<file path="src/rtl/regfile_pkg.sv">
// Shared register-file constants used by the register file, decode and hazard units.
package regfile_pkg;

  localparam int DATA_W_DEF = 16;
  localparam int ADDR_W_DEF = 4;
  localparam int REG_ZERO   = 0;

  // Number of architectural registers for a given address width.
  function automatic int num_regs(input int addr_w);
    return 32'sd1 << addr_w;
  endfunction

endpackage

</file>
<file path="src/rtl/regfile_scoreboard.sv">
// Per-register busy scoreboard: reservations set, writebacks clear, set wins.
module regfile_scoreboard
  import regfile_pkg::*;
#(
  parameter int ADDR_W   = ADDR_W_DEF,
  parameter int ZERO_REG = 1
) (
  input  logic              clk,
  input  logic              rst,
  input  logic [ADDR_W-1:0] rd_addr1,
  input  logic [ADDR_W-1:0] rd_addr2,
  input  logic              wr_en_a,
  input  logic [ADDR_W-1:0] wr_addr_a,
  input  logic              wr_en_b,
  input  logic [ADDR_W-1:0] wr_addr_b,
  input  logic              resv_en,
  input  logic [ADDR_W-1:0] resv_addr,
  output logic              rd_busy1,
  output logic              rd_busy2,
  output logic              resv_conflict
);

  localparam int NUM_REGS = num_regs(ADDR_W);

  logic [NUM_REGS-1:0] busy_q;
  logic [NUM_REGS-1:0] busy_d;
  logic                resv_eff_s;

  // Reservations of the hardwired zero register are ignored entirely.
  always_comb begin
    resv_eff_s = resv_en;
    if ((ZERO_REG != 0) && (resv_addr == ADDR_W'(REG_ZERO))) begin
      resv_eff_s = 1'b0;
    end else begin
      resv_eff_s = resv_en;
    end
  end

  // Next busy vector: a new reservation overrides a retiring writeback.
  always_comb begin
    busy_d = busy_q;
    for (int i = 0; i < NUM_REGS; i++) begin
      if ((ZERO_REG != 0) && (i == REG_ZERO)) begin
        busy_d[i] = 1'b0;
      end else if (resv_eff_s && (resv_addr == ADDR_W'(i))) begin
        busy_d[i] = 1'b1;
      end else if ((wr_en_a && (wr_addr_a == ADDR_W'(i))) ||
                   (wr_en_b && (wr_addr_b == ADDR_W'(i)))) begin
        busy_d[i] = 1'b0;
      end else begin
        busy_d[i] = busy_q[i];
      end
    end
  end

  // Busy state register with synchronous reset.
  always_ff @(posedge clk) begin
    if (rst) begin
      busy_q <= '0;
    end else begin
      busy_q <= busy_d;
    end
  end

  // Busy lookups are masked by a same-cycle write, whose data is bypassed.
  always_comb begin
    rd_busy1 = busy_q[rd_addr1] &
               ~((wr_en_a && (wr_addr_a == rd_addr1)) || (wr_en_b && (wr_addr_b == rd_addr1)));
    rd_busy2 = busy_q[rd_addr2] &
               ~((wr_en_a && (wr_addr_a == rd_addr2)) || (wr_en_b && (wr_addr_b == rd_addr2)));
    resv_conflict = resv_eff_s & busy_q[resv_addr];
  end

endmodule

</file>
<file path="src/rtl/regfile_sb.sv">
// Two-read / two-write register file with write-to-read bypass and busy scoreboard.
module regfile_sb
  import regfile_pkg::*;
#(
  parameter int DATA_W   = DATA_W_DEF,
  parameter int ADDR_W   = ADDR_W_DEF,
  parameter int ZERO_REG = 1
) (
  input  logic              clk,
  input  logic              rst,
  input  logic [ADDR_W-1:0] rd_addr1,
  input  logic [ADDR_W-1:0] rd_addr2,
  output logic [DATA_W-1:0] rd_data1,
  output logic [DATA_W-1:0] rd_data2,
  output logic              rd_busy1,
  output logic              rd_busy2,
  input  logic              wr_en_a,
  input  logic [ADDR_W-1:0] wr_addr_a,
  input  logic [DATA_W-1:0] wr_data_a,
  input  logic              wr_en_b,
  input  logic [ADDR_W-1:0] wr_addr_b,
  input  logic [DATA_W-1:0] wr_data_b,
  input  logic              resv_en,
  input  logic [ADDR_W-1:0] resv_addr,
  output logic              resv_conflict
);

  localparam int NUM_REGS = num_regs(ADDR_W);

  logic [DATA_W-1:0] mem_q [NUM_REGS];
  logic [DATA_W-1:0] mem_d [NUM_REGS];

  // Next storage contents: port B overrides port A on an address collision.
  always_comb begin
    for (int i = 0; i < NUM_REGS; i++) begin
      mem_d[i] = mem_q[i];
      if ((ZERO_REG != 0) && (i == REG_ZERO)) begin
        mem_d[i] = '0;
      end else if (wr_en_b && (wr_addr_b == ADDR_W'(i))) begin
        mem_d[i] = wr_data_b;
      end else if (wr_en_a && (wr_addr_a == ADDR_W'(i))) begin
        mem_d[i] = wr_data_a;
      end else begin
        mem_d[i] = mem_q[i];
      end
    end
  end

  // Storage register with synchronous reset to all zeros.
  always_ff @(posedge clk) begin
    for (int i = 0; i < NUM_REGS; i++) begin
      if (rst) begin
        mem_q[i] <= '0;
      end else begin
        mem_q[i] <= mem_d[i];
      end
    end
  end

  // Read port 1: zero register, then port B bypass, port A bypass, storage.
  always_comb begin
    rd_data1 = mem_q[rd_addr1];
    if ((ZERO_REG != 0) && (rd_addr1 == ADDR_W'(REG_ZERO))) begin
      rd_data1 = '0;
    end else if (wr_en_b && (wr_addr_b == rd_addr1)) begin
      rd_data1 = wr_data_b;
    end else if (wr_en_a && (wr_addr_a == rd_addr1)) begin
      rd_data1 = wr_data_a;
    end else begin
      rd_data1 = mem_q[rd_addr1];
    end
  end

  // Read port 2: same priority as port 1.
  always_comb begin
    rd_data2 = mem_q[rd_addr2];
    if ((ZERO_REG != 0) && (rd_addr2 == ADDR_W'(REG_ZERO))) begin
      rd_data2 = '0;
    end else if (wr_en_b && (wr_addr_b == rd_addr2)) begin
      rd_data2 = wr_data_b;
    end else if (wr_en_a && (wr_addr_a == rd_addr2)) begin
      rd_data2 = wr_data_a;
    end else begin
      rd_data2 = mem_q[rd_addr2];
    end
  end

  regfile_scoreboard #(
    .ADDR_W   (ADDR_W),
    .ZERO_REG (ZERO_REG)
  ) u_scoreboard (
    .clk           (clk),
    .rst           (rst),
    .rd_addr1      (rd_addr1),
    .rd_addr2      (rd_addr2),
    .wr_en_a       (wr_en_a),
    .wr_addr_a     (wr_addr_a),
    .wr_en_b       (wr_en_b),
    .wr_addr_b     (wr_addr_b),
    .resv_en       (resv_en),
    .resv_addr     (resv_addr),
    .rd_busy1      (rd_busy1),
    .rd_busy2      (rd_busy2),
    .resv_conflict (resv_conflict)
  );

endmodule

</file>
<file path="config.mk">
export PLATFORM = sky130hd
export DESIGN_NAME = regfile_sb
export DESIGN_NICKNAME = d
export VERILOG_FILES = /design/src/rtl/regfile_pkg.sv /design/src/rtl/regfile_scoreboard.sv /design/src/rtl/regfile_sb.sv
export SDC_FILE = /design/constraint.sdc
export NUM_CORES = 1
export LEC_CHECK = 0
export BUFFER_PORTS_ARGS = -buffer_cell sky130_fd_sc_hd__buf_2
export CAP_MARGIN = 30
export CORE_UTILIZATION = 45
export DETAILED_ROUTE_END_ITERATION = 10
export SKIP_CTS_REPAIR_TIMING = 1
export SLEW_MARGIN = 20
export SYNTH_ARGS = -nofsm -noshare
export SYNTH_HDL_FRONTEND = slang
export SYNTH_SLANG_ARGS = --single-unit
</file>
<file path="constraint.sdc">
create_clock -name clk -period 4.26 [get_ports clk]
set_input_delay 0.852 -clock clk [delete_from_list [all_inputs] [get_ports clk]]
set_output_delay 0.852 -clock clk [all_outputs]
set_load 0.02 [all_outputs]
</file>
== Yosys cells after proc, flatten, opt, wreduce, memory -nomap -nowiden ==
Memories as Yosys holds them, arrays and structs flattened.
Index checks and enable logic that the tools add are counted.

* Bits in registers: 16
* Memory bits (writable): 256
* Input port bits: 57
* Output and inout port bits: 35
* Word-level logic and storage cells: 296
* Memories kept: 1

* $lt $le $gt $ge: 3
* Equal/unequal tests: 64
* Muxes and demuxes: 92
* Bitwise gates (word level): 21
* Reduce and logical (&&, ||, !) cells: 99

{| class="wikitable"
|+ Memory list
! name !! words !! bits a word !! read ports !! clocked after memory_dff !! write ports !! line !! RTL
|-
| mem_q || 16 || 16 || 2 || 0 || 16 || regfile_sb.sv:30 || <nowiki>logic [DATA_W-1:0] mem_q [NUM_REGS];</nowiki>
|}

{| class="wikitable"
|+ Operators with widths
! kind !! number
|-
| $mux W16 || 52
|-
| $eq A4 B4 Y1 const B || 24
|-
| $logic_and A1 B1 Y1 || 49
|-
| $eq A4 B3 Y1 const B || 12
|-
| $mux W1 || 37
|-
| $ne A2 B2 Y1 const B || 15
|-
| $reduce_and A2 Y1 || 15
|-
| $reduce_bool A2 Y1 || 15
|-
| $eq A4 B2 Y1 const B || 6
|-
| $logic_or A1 B1 Y1 || 17
|-
| $eq A4 B4 Y1 || 4
|-
| $or A1 B1 Y1 || 16
|-
| $lt A4 B5 Y1 const B || 3
|-
| $bmux W1 S4 || 3
|-
| $eq A4 B1 Y1 const B || 3
|-
| $logic_not A4 Y1 || 3
|-
| $and A1 B1 Y1 || 3
|-
| $not A1 Y1 || 2
|}

== Logic depth before layout (Yosys ltp) ==
Gate-level depths: netlist of run 1.

* Word-level depth: 5
* Gate-level depth with buffers: 9
* Mapped depth without buffers: 5

== Hierarchy ==
A second synthesis of run 1 with hierarchy kept.

* Cell total of the unflattened synthesis: 1821
* Area total of the unflattened synthesis: 17543.1 um^2

{| class="wikitable"
|+ By module, submodules not included
! module !! times used !! cells an instance !! area each (um^2) !! sequential area each (um^2)
|-
| regfile_sb || 1 || 1662 || 16154.2 || 7206.9
|-
| regfile_scoreboard || 1 || 159 || 1388.8 || 300.3
|}

== Worst setup path after synthesis of run 1 ==
OpenSTA, ideal clock, no wires.

* Kind: input port to output port
* Start: in rd_addr2[2]
* End: out rd_data2[6]
* Arrival: 2.499 ns
* Required time: 3.408 ns
* Slack: 0.909 ns
* Cell stages on the path: 8
* Path buffers: 3
* Cell sequence: buf_4 xor2_1 nor3_2 nand3_2 and2_1 buf_6 buf_6 a311oi_1

* Longest elaborated chain between the ends: 5
* Elaborated cells on any way between the ends: 9
* Those cells by class: 2 x eq/ne; 3 x mux; 3 x reduce/logical; 1 x memory

{| class="wikitable"
|+ Ends and longest elaborated chain
! what !! line !! RTL
|-
| from (decl) || regfile_sb.sv:12 || <nowiki>input logic [ADDR_W-1:0] rd_addr2,</nowiki>
|-
| branches (longest 4 deep; another with $mem_v2 Z16 W16) || n/a ||
|-
| $mux W16 * || regfile_sb.sv:77 || <nowiki>if ((ZERO_REG != 0) && (rd_addr2 == ADDR_W'(REG_ZERO))) begin</nowiki>
|-
| to (decl) || regfile_sb.sv:14 || <nowiki>output logic [DATA_W-1:0] rd_data2,</nowiki>
|}

Mark *: on every way between the ends.

== Worst setup path after layout of run 1 ==
* Start: in rd_addr2[0]
* End: out rd_data2[3]

Same word-level chain as after synthesis.

==> impl_metrics.env, run 1 <==
export IMPL_status="complete, no violations"
export IMPL_stdcell_count=2287
export IMPL_seq_power_share=0.446
export IMPL_cts_tree="done"
export IMPL_clock_sinks=255
export IMPL_rows=71
export IMPL_setup_worst_path_start_class="input pin"
export IMPL_io_pins=92
export IMPL_critPathMaxFanout=27
export IMPL_worst_r2r_endpoint="u_scoreboard.busy_q[8]"
export IMPL_numCtsBuffers=30
export IMPL_drcViolationCount=0
export IMPL_clk_pin_slew_ps=60
export IMPL_period_minus_slack_ps=3990
export IMPL_arrival_ps=3130
export IMPL_r2r_cells=2
export IMPL_cts_path_max_buffers=3
export IMPL_core_sq_um=37800
export IMPL_nFillCells=3490
export IMPL_die_area_sq_um=39500
export IMPL_clock_skew_ps=0
export IMPL_multi_input_area_sq_um=8790
export IMPL_fin_crit_sh=0.936
export IMPL_setup_tns_ps=0
export IMPL_hold_viol=0
export IMPL_p_leak_nw=6.77
export IMPL_drive_gt1_frac=0.233
export IMPL_worstSetupPathType="input pin to output port"
export IMPL_cp_end_kind="output port"
export IMPL_r2r_setup_slack_ps=3550
export IMPL_postSynth_asyncResetShare=0
export IMPL_switching_power_mw=1.94
export IMPL_grt_ovfl_total=0
export IMPL_post_dp_hpwl_microns=41700
export IMPL_grt_antenna_before_repair=1
export IMPL_synth_cell_types=52
export IMPL_drv_slew=0
export IMPL_p_int_mw=4.82
export IMPL_hp_start="u_scoreboard.busy_q[3]"
export IMPL_fin_nets=1808
export IMPL_die_h_microns=199
export IMPL_grt_pass1_vias=14500
export IMPL_drt_pre_antenna_iters=5
export IMPL_setup_viol=0
export IMPL_p_comb_frac=0.185
export IMPL_syn_num_nets=1841
export IMPL_clkPwrFrac=0.369
export IMPL_detail_route_wl_per_cell_microns=27.3
export IMPL_start_util=0.460
export IMPL_yosysSeqAreaShare=0.431
export IMPL_syn_to_final_growth_pct=8.60
export IMPL_h_tree_depth=1
export IMPL_clkLatencyLatePin_ps=550
export IMPL_clock_fmax_mhz=251
export IMPL_whs_path_depth=2
export IMPL_worstHoldEndpoint="u_scoreboard.busy_q[3]"
export IMPL_powerDensity_nw_per_um2=357
export IMPL_syn_avg_cell_area_sq_um=9.76
export IMPL_grt_pass1_wl_microns=92800
export IMPL_tightest_slew_ps=1030
export IMPL_slew_headroom=0.312
export IMPL_netlist_area_sq_um=17400
export IMPL_die_w_microns=199
export IMPL_p_sw_frac=0.286
export IMPL_clockRootBuffer="clkbuf_16"
export IMPL_rsz0062_at_grt="no"
export IMPL_portBuffers=91
export IMPL_gp_congestion=0.994
export IMPL_wl_microns=62500
export IMPL_drt_iter0_drc=1721
export IMPL_postSynthCellCount=1784
export IMPL_peakVddDrop_mv=0.289
export IMPL_ys_ff_latch=255
export IMPL_drtAntennaViolNets=0
export IMPL_yosysWarnings=0
export IMPL_vias=14800
export IMPL_post_place_cells=2228
export IMPL_grtUsageTotal=0.320
export IMPL_synth_edff_count=240
export IMPL_grt_max_degree=44
export IMPL_drv_cap=0
export IMPL_synth_top_flop_cell="edfxtp_1"
export IMPL_routed_via_density=6.46
export IMPL_hold_path_class="flip-flop to flip-flop"
export IMPL_regArea_sq_um=7510
export IMPL_crit_required_ps=3410
export IMPL_timing_rr_start="u_scoreboard.busy_q[8]"
## state kept, by name (all words and copies together) (netlist names)
| signal | count |
|---|---|
| mem_q | 240 |
| u_scoreboard.busy_q | 15 |
## critical path, cell delays in order
cell and delay (ps):
buf_4 460, buf_12 250, mux4_2 230, mux2_2 200, nand2_1 70, a311oi_1 740, buf_2 300
## power by group through the flow
stage | clock network [mW] | registers, mW | logic [mW]
6_report | 2.49 | 3.01 | 1.25
5_1_grt | 2.59 | 3.03 | 1.31
4_1_cts | 2.50 | 3.01 | 1.22
3_5_place_dp | 0 | 3.06 | 1.22
3_3_place_gp | 0 | 3.06 | 1.20
2_1_floorplan | 0 | 3.01 | 0.846
## stage by stage
| stage | setup WS [ps] | cell area [sq um] | hold WS (ps) | utilization | total power [mW] |
|---|---|---|---|---|---|
| final | 274 | 18900 | 505 | 0.500 | 6.76 |
| after global routing | 211 | 18900 | 525 | 0.500 | 6.94 |
| after CTS | 407 | 18900 | 506 | 0.499 | 6.73 |
| after detailed placement | 433 | 17900 | 497 | 0.474 | 4.28 |
| after global placement | 442 | 17900 | 491 | 0.474 | 4.25 |
| after floorplan | 909 | 17400 | 472 | - | 3.86 |
## cell type report
type | instances | area share
tap | 511 | 0.0338
clock inverter | 16 | 0.00542
clock buffer | 40 | 0.0444
inverter | 22 | 0.00443
sequential | 255 | 0.397
antenna | 1 | 0.000132
timing repair buffer | 144 | 0.0501
multi-input combinational | 1298 | 0.465
## cell usage in the layout, fill, tap and decap left out, drive strengths merged, types with 33 or more instances in the layout
cell type	count
nor3	37
o21ai	69
clkbuf	40
buf	144
mux2	62
a21oi	268
nor2	33
nand2	530
a221oi	47
edfxtp	240
mux4	107
## cell usage after synthesis (6+ instances only)
| master | n | share of area |
|---|---|---|
| buf_2 | 49 | 0.014 |
| a21oi_1 | 268 | 0.077 |
| inv_1 | 21 | 0.0045 |
| dfxtp_1 | 15 | 0.017 |
| edfxtp_1 | 240 | 0.41 |
| nor2b_1 | 21 | 0.0075 |
| o21ai_0 | 68 | 0.020 |
| a311oi_1 | 9 | 0.0045 |
| a221oi_1 | 37 | 0.019 |
| nand3_1 | 7 | 0.0020 |
| clkbuf_1 | 105 | 0.023 |
| mux2_2 | 62 | 0.040 |
| nand3_2 | 6 | 0.0034 |
| o211ai_1 | 12 | 0.0052 |
| xor2_1 | 12 | 0.0060 |
| nand2_1 | 527 | 0.11 |
| buf_4 | 27 | 0.012 |
| nand2b_1 | 19 | 0.0068 |
| a311oi_2 | 8 | 0.0069 |
| buf_6 | 11 | 0.0071 |
| or2_2 | 16 | 0.0057 |
| buf_1 | 10 | 0.0022 |
| a221oi_2 | 10 | 0.0086 |
| nor3_1 | 32 | 0.0092 |
| nor2_1 | 25 | 0.0054 |
| clkbuf_2 | 6 | 0.0017 |
| mux4_2 | 102 | 0.13 |
## per-layer routing
layer,track usage,routed length [microns],vias to the layer above,share of wire
li1,-,-,6391,-
met1,0.419,23200,7153,0.37
met2,0.522,29500,1021,0.47
met3,0.0531,6790,220,0.11
met4,0.147,2990,0,0.048
met5,0,0,-,0
## worst max-delay path by stage
stage / from / end / depth (start not counted)
6_report: rd_addr2[0] / rd_data2[3] / 7
5_1_grt: rd_addr1[1] / rd_data1[5] / 8
4_1_cts: rd_addr2[1] / rd_data2[15] / 7
3_5_place_dp: rd_addr2[1] / rd_data2[15] / 7
3_3_place_gp: rd_addr2[1] / rd_data2[15] / 7
2_1_floorplan: rd_addr2[2] / rd_data2[6] / 8
## cells by family after synthesis
logic type      count (synthesis)  share of synthesized area
simple gates                  693                      0.172
compound gates                418                      0.143
buf+inv                       231                     0.0653
flops                         255                      0.431
mux                           171                      0.181
xor+xnor                       16                    0.00805
Power figures use the tool's default switching activity.
==> run 2, diff against run 1 <==
Settings changed: BUFFER_PORTS_ARGS -buffer_cell sky130_fd_sc_hd__buf_2 to -buffer_cell sky130_fd_sc_hd__clkbuf_2.
==> run 2 against run 1 <==
Final cell count is 0.13% higher; utilization is 0.096 points lower; critical endpoint is now rd_data1[14]; first-iteration DRC count is 5.3% higher; via count is 0.83% higher; combinational power hardly changed; die area stayed put; global-route usage is 0.84 points higher; count of clock-buffer cells in the layout is 1 lower; design area is 0.19% lower; largest cell class unchanged.
==> impl_metrics.env, run 2 (synthesis gave the netlist of run 1 again) <==
export IMPL_grt_antenna_before_repair=2
export IMPL_numCtsBuffers=30
export IMPL_hold_viol=0
export IMPL_seq_power_share=0.455
export IMPL_gp_congestion=0.985
export IMPL_status="complete, no violations"
export IMPL_die_h_microns=199
export IMPL_portBuffers=91
export IMPL_post_dp_hpwl_microns=42500
export IMPL_critPathMostFrequentCell="nand2_1"
export IMPL_post_dp_cell_area_sq_um=18000
export IMPL_rows=71
export IMPL_hold_path_class="flip-flop to flip-flop"
export IMPL_setup_viol=0
export IMPL_die_w_microns=199
export IMPL_crit_required_ps=3410
export IMPL_clockRootBuffer="clkbuf_16"
export IMPL_fin_nets=1815
export IMPL_cpPeakStageDelay_ps=590
export IMPL_final_common_cell="nand2_1"
export IMPL_grt_pass1_wl_microns=94900
export IMPL_r2r_cells=2
export IMPL_clkLatencyLatePin_ps=560
export IMPL_routed_via_density=6.51
export IMPL_clkPwrFrac=0.355
export IMPL_final_area_sq_um=18900
export IMPL_fin_crit_sh=0.957
export IMPL_drv_cap=0
export IMPL_slew_headroom=0.290
export IMPL_drive_gt1_frac=0.234
export IMPL_setup_tns_ps=0
export IMPL_detailedPlace_worstSlack_ps=285
export IMPL_grtUsageTotal=0.329
export IMPL_detail_route_wl_per_cell_microns=28.0
export IMPL_setup_ws_ps=182
export IMPL_cp_slowest_cell="a211oi_1"
export IMPL_stdcell_count=2290
export IMPL_start_util=0.460
export IMPL_vias=14900
export IMPL_final_cell_mix="527 x nand2_1, 268 x a21oi_1, 240 x edfxtp_1"
export IMPL_cts_tree="done"
export IMPL_drt_pre_antenna_iters=6
export IMPL_worstSetupPathType="input pin to output port"
export IMPL_drt_iter0_drc=1813
export IMPL_core_sq_um=37800
export IMPL_top_register="mem_q"
export IMPL_arrival_ps=3230
export IMPL_top_regs="mem_q x240, u_scoreboard.busy_q x15"
export IMPL_p_comb_frac=0.190
export IMPL_tightest_slew_ps=1060
export IMPL_rsz0062_at_grt="no"
export IMPL_wl_microns=64100
export IMPL_grt_ovfl_total=0
export IMPL_drtAntennaViolNets=0
export IMPL_cp_end_kind="output port"
export IMPL_whs_path_depth=2
export IMPL_nFillCells=3484
export IMPL_peakVddDrop_mv=0.299
export IMPL_drv_slew=0
export IMPL_setup_worst_path_start_class="input pin"
export IMPL_final_util=0.499
export IMPL_post_place_cells=2233
export IMPL_p_sw_frac=0.291
export IMPL_clock_skew_ps=0
export IMPL_die_area_sq_um=39500
export IMPL_syn_to_final_growth_pct=8.39
export IMPL_powerDensity_nw_per_um2=351
export IMPL_p_int_mw=4.70
export IMPL_switching_power_mw=1.93
export IMPL_clk_pin_slew_ps=60
export IMPL_clock_fmax_mhz=245
export IMPL_largest_reg_flops=240
export IMPL_p_leak_nw=6.77
export IMPL_grt_pass1_vias=14500
export IMPL_period_minus_slack_ps=4080
export IMPL_io_pins=92
export IMPL_grt_max_degree=66
export IMPL_cts_path_max_buffers=3
export IMPL_critPathMaxFanout=25
export IMPL_worstPathCellList="buf_4 > buf_12 > mux4_2 > nand2_1 > nand2_1 > a211oi_1 > a221oi_2 > clkbuf_2"
export IMPL_drcViolationCount=0
export IMPL_clock_sinks=255
export IMPL_h_tree_depth=1
run 2: critical path: cells and delay by family:
kind	cells	cell delay, ps
simple gates	2	150
compound gates	2	790
mux	1	550
buf+inv	3	840
run 2: per-stage QoR:
stage	hold WS, ps	total power, mW
final	528	6.63
after global routing	535	6.79
after CTS	528	6.59
after detailed placement	519	4.28
after global placement	507	4.26
after floorplan	472	3.86
run 2: layout make-up:
type | instances | area, sq um | share of cell area
Antenna cell | 2 | 5.00 | 0.000265
Clock buffer | 39 | 806 | 0.0427
Clock inverter | 12 | 56.3 | 0.00298
Inverter | 22 | 83.8 | 0.00444
Multi-Input combinational cell | 1298 | 8790 | 0.465
Sequential cell | 255 | 7510 | 0.398
Tap cell | 511 | 639 | 0.0339
Timing Repair Buffer | 151 | 996 | 0.0528
run 2: power groups by stage:
stage	sequential [mW]	combinational, mW	clock, mW
after floorplan	3.01	0.846	0
after global placement	3.06	1.20	0
after detailed placement	3.06	1.22	0
after CTS	3.01	1.22	2.35
after global routing	3.03	1.32	2.44
final	3.02	1.26	2.35
run 2: worst paths after layout:
check | slack (ps) | from | end
worst min-delay path | 530 | u_scoreboard.busy_q[14] | u_scoreboard.busy_q[14]
worst max register to register | 3480 | u_scoreboard.busy_q[9] | u_scoreboard.busy_q[9]
worst min register to register | 530 | u_scoreboard.busy_q[14] | u_scoreboard.busy_q[14]
worst max-delay path | 180 | rd_addr1[1] | rd_data1[14]
run 2: routing by layer:
layer  track usage  part of all wire  vias up
li1              -                 -     6390
met2         0.535              0.47     1031
met4         0.142             0.047        0
met5             0                 0        -
met3        0.0522              0.11      188
met1         0.436              0.37     7298
==> run 3, diff against run 2 <==
Clock period 4.26 ns to 5.2 ns, I/O delays scaled along.
==> run 3 against run 2 <==
Count of clock-buffer cells in the layout shrank 6; global-route usage shrank 0.43 points; utilization shrank 0.13 points; final cell count shrank 0.83%; sequential power shrank 18%; clock skew is the same; sequential share of layout area grew 0.11 points; first-iteration DRC count grew 13%; hold slack lost 7.9 ps; non-clock buffer count shrank 22; critical path type unchanged; highest routed layer unchanged.
==> impl_metrics.env, run 3 (synthesis gave the netlist of run 1 again) <==
export IMPL_largest_reg_flops=240
export IMPL_cts_tree="done"
export IMPL_fin_nets=1793
export IMPL_die_h_microns=199
export IMPL_seq_power_share=0.431
export IMPL_clk_pin_slew_ps=60
export IMPL_slew_headroom=0.308
export IMPL_top_register="mem_q"
export IMPL_clkPwrFrac=0.393
export IMPL_tightest_slew_ps=1040
export IMPL_grt_antenna_before_repair=0
export IMPL_switching_power_mw=1.63
export IMPL_portBuffers=91
export IMPL_setup_viol=0
export IMPL_nFillCells=3501
export IMPL_drv_cap=0
export IMPL_rsz0062_at_grt="no"
export IMPL_start_util=0.460
export IMPL_numCtsBuffers=30
export IMPL_stdcell_count=2271
export IMPL_final_cell_mix="527 x nand2_1, 268 x a21oi_1, 240 x edfxtp_1"
export IMPL_drt_pre_antenna_iters=6
export IMPL_p_int_mw=4.09
export IMPL_clockRootBuffer="clkbuf_16"
export IMPL_clkLatencyLatePin_ps=560
export IMPL_io_pins=92
export IMPL_grt_ovfl_total=0
export IMPL_grt_pass1_wl_microns=94100
export IMPL_routed_via_density=6.52
export IMPL_peakVddDrop_mv=0.281
export IMPL_critPathMaxFanout=30
export IMPL_clock_sinks=255
export IMPL_top_regs="mem_q x240, u_scoreboard.busy_q x15"
export IMPL_drtAntennaViolNets=0
export IMPL_status="complete, no violations"
export IMPL_period_minus_slack_ps=4610
export IMPL_cp_end_kind="output port"
export IMPL_grtUsageTotal=0.324
export IMPL_regArea_sq_um=7510
export IMPL_hold_path_class="flip-flop to flip-flop"
export IMPL_syn_to_final_growth_pct=8.10
export IMPL_multi_input_area_sq_um=8790
export IMPL_holdWs_ps=520
export IMPL_powerDensity_nw_per_um2=304
export IMPL_drcViolationCount=0
export IMPL_worstSetupPathType="input pin to output port"
export IMPL_p_total_mw=5.72
export IMPL_final_area_sq_um=18800
export IMPL_hold_viol=0
export IMPL_grt_pass1_vias=14500
export IMPL_drv_slew=0
export IMPL_drive_gt1_frac=0.230
export IMPL_p_sw_frac=0.285
export IMPL_gp_congestion=0.944
export IMPL_p_leak_nw=6.74
export IMPL_final_common_cell="nand2_1"
export IMPL_fin_crit_sh=0.887
export IMPL_antenna_cells=0
export IMPL_post_dp_hpwl_microns=41300
export IMPL_die_area_sq_um=39500
export IMPL_p_comb_frac=0.176
export IMPL_final_util=0.498
export IMPL_crit_required_ps=4160
export IMPL_arrival_ps=3570
export IMPL_wl_microns=63600
export IMPL_detail_route_wl_per_cell_microns=28.0
export IMPL_die_w_microns=199
export IMPL_setup_tns_ps=0
export IMPL_drt_iter0_drc=2056
export IMPL_cts_path_max_buffers=3
export IMPL_core_sq_um=37800
export IMPL_clock_skew_ps=0
export IMPL_vias=14800
export IMPL_setup_ws_ps=588
export IMPL_detailedPlace_worstSlack_ps=695
export IMPL_grt_max_degree=44
export IMPL_setup_worst_path_start_class="input pin"
export IMPL_post_place_cells=2212
export IMPL_rows=71
export IMPL_clock_fmax_mhz=217
export IMPL_post_dp_cell_area_sq_um=17800
export IMPL_h_tree_depth=1
[run 3: cell types whose count changed in the layout (fill, tap and decap cells not counted), moves of 2 or more]
cell       change
clkinv_4       +2
bufinv_16      +5
buf_12         -4
clkbuf_1       -6
buf_4         -18
diode_2        -2
clkinv_2       +5
[run 3: cell type report]
class / instances / share of cell area
tap: 511 / 0.0340
clock inverter: 23 / 0.0131
sequential: 255 / 0.399
timing repair buffer: 129 / 0.0413
multi-input combinational: 1298 / 0.467
clock buffer: 33 / 0.0416
inverter: 22 / 0.00445
[run 3: power by group through the flow]
stage          sequential [mW]  clock, mW  combinational (mW)
4_1_cts                   2.46       2.25               0.989
5_1_grt                   2.48       2.32                1.06
3_5_place_dp              2.51          0               0.986
6_report                  2.47       2.25                1.01
3_3_place_gp              2.50          0               0.973
2_1_floorplan             2.47          0               0.693
[run 3: critical path: stages]
cell	delay, ps
buf_4	490
xnor2_1	220
nand3_2	290
and2_1	340
buf_4	240
a311oi_1	620
clkbuf_2	290
[run 3: worst paths after layout]
kind | start | end | slack, ps | cells past startpoint
max | rd_addr2[0] | rd_data2[15] | 590 | 7
min | u_scoreboard.busy_q[2] | u_scoreboard.busy_q[2] | 520 | 2
max reg2reg | u_scoreboard.busy_q[8] | u_scoreboard.busy_q[8] | 4440 | 2
min reg2reg | u_scoreboard.busy_q[2] | u_scoreboard.busy_q[2] | 520 | 2
[run 3: routing by layer]
layer,share of wire,GRT usage
met1,0.38,0.433
met2,0.47,0.519
met3,0.11,0.0549
met4,0.043,0.144
met5,0,0
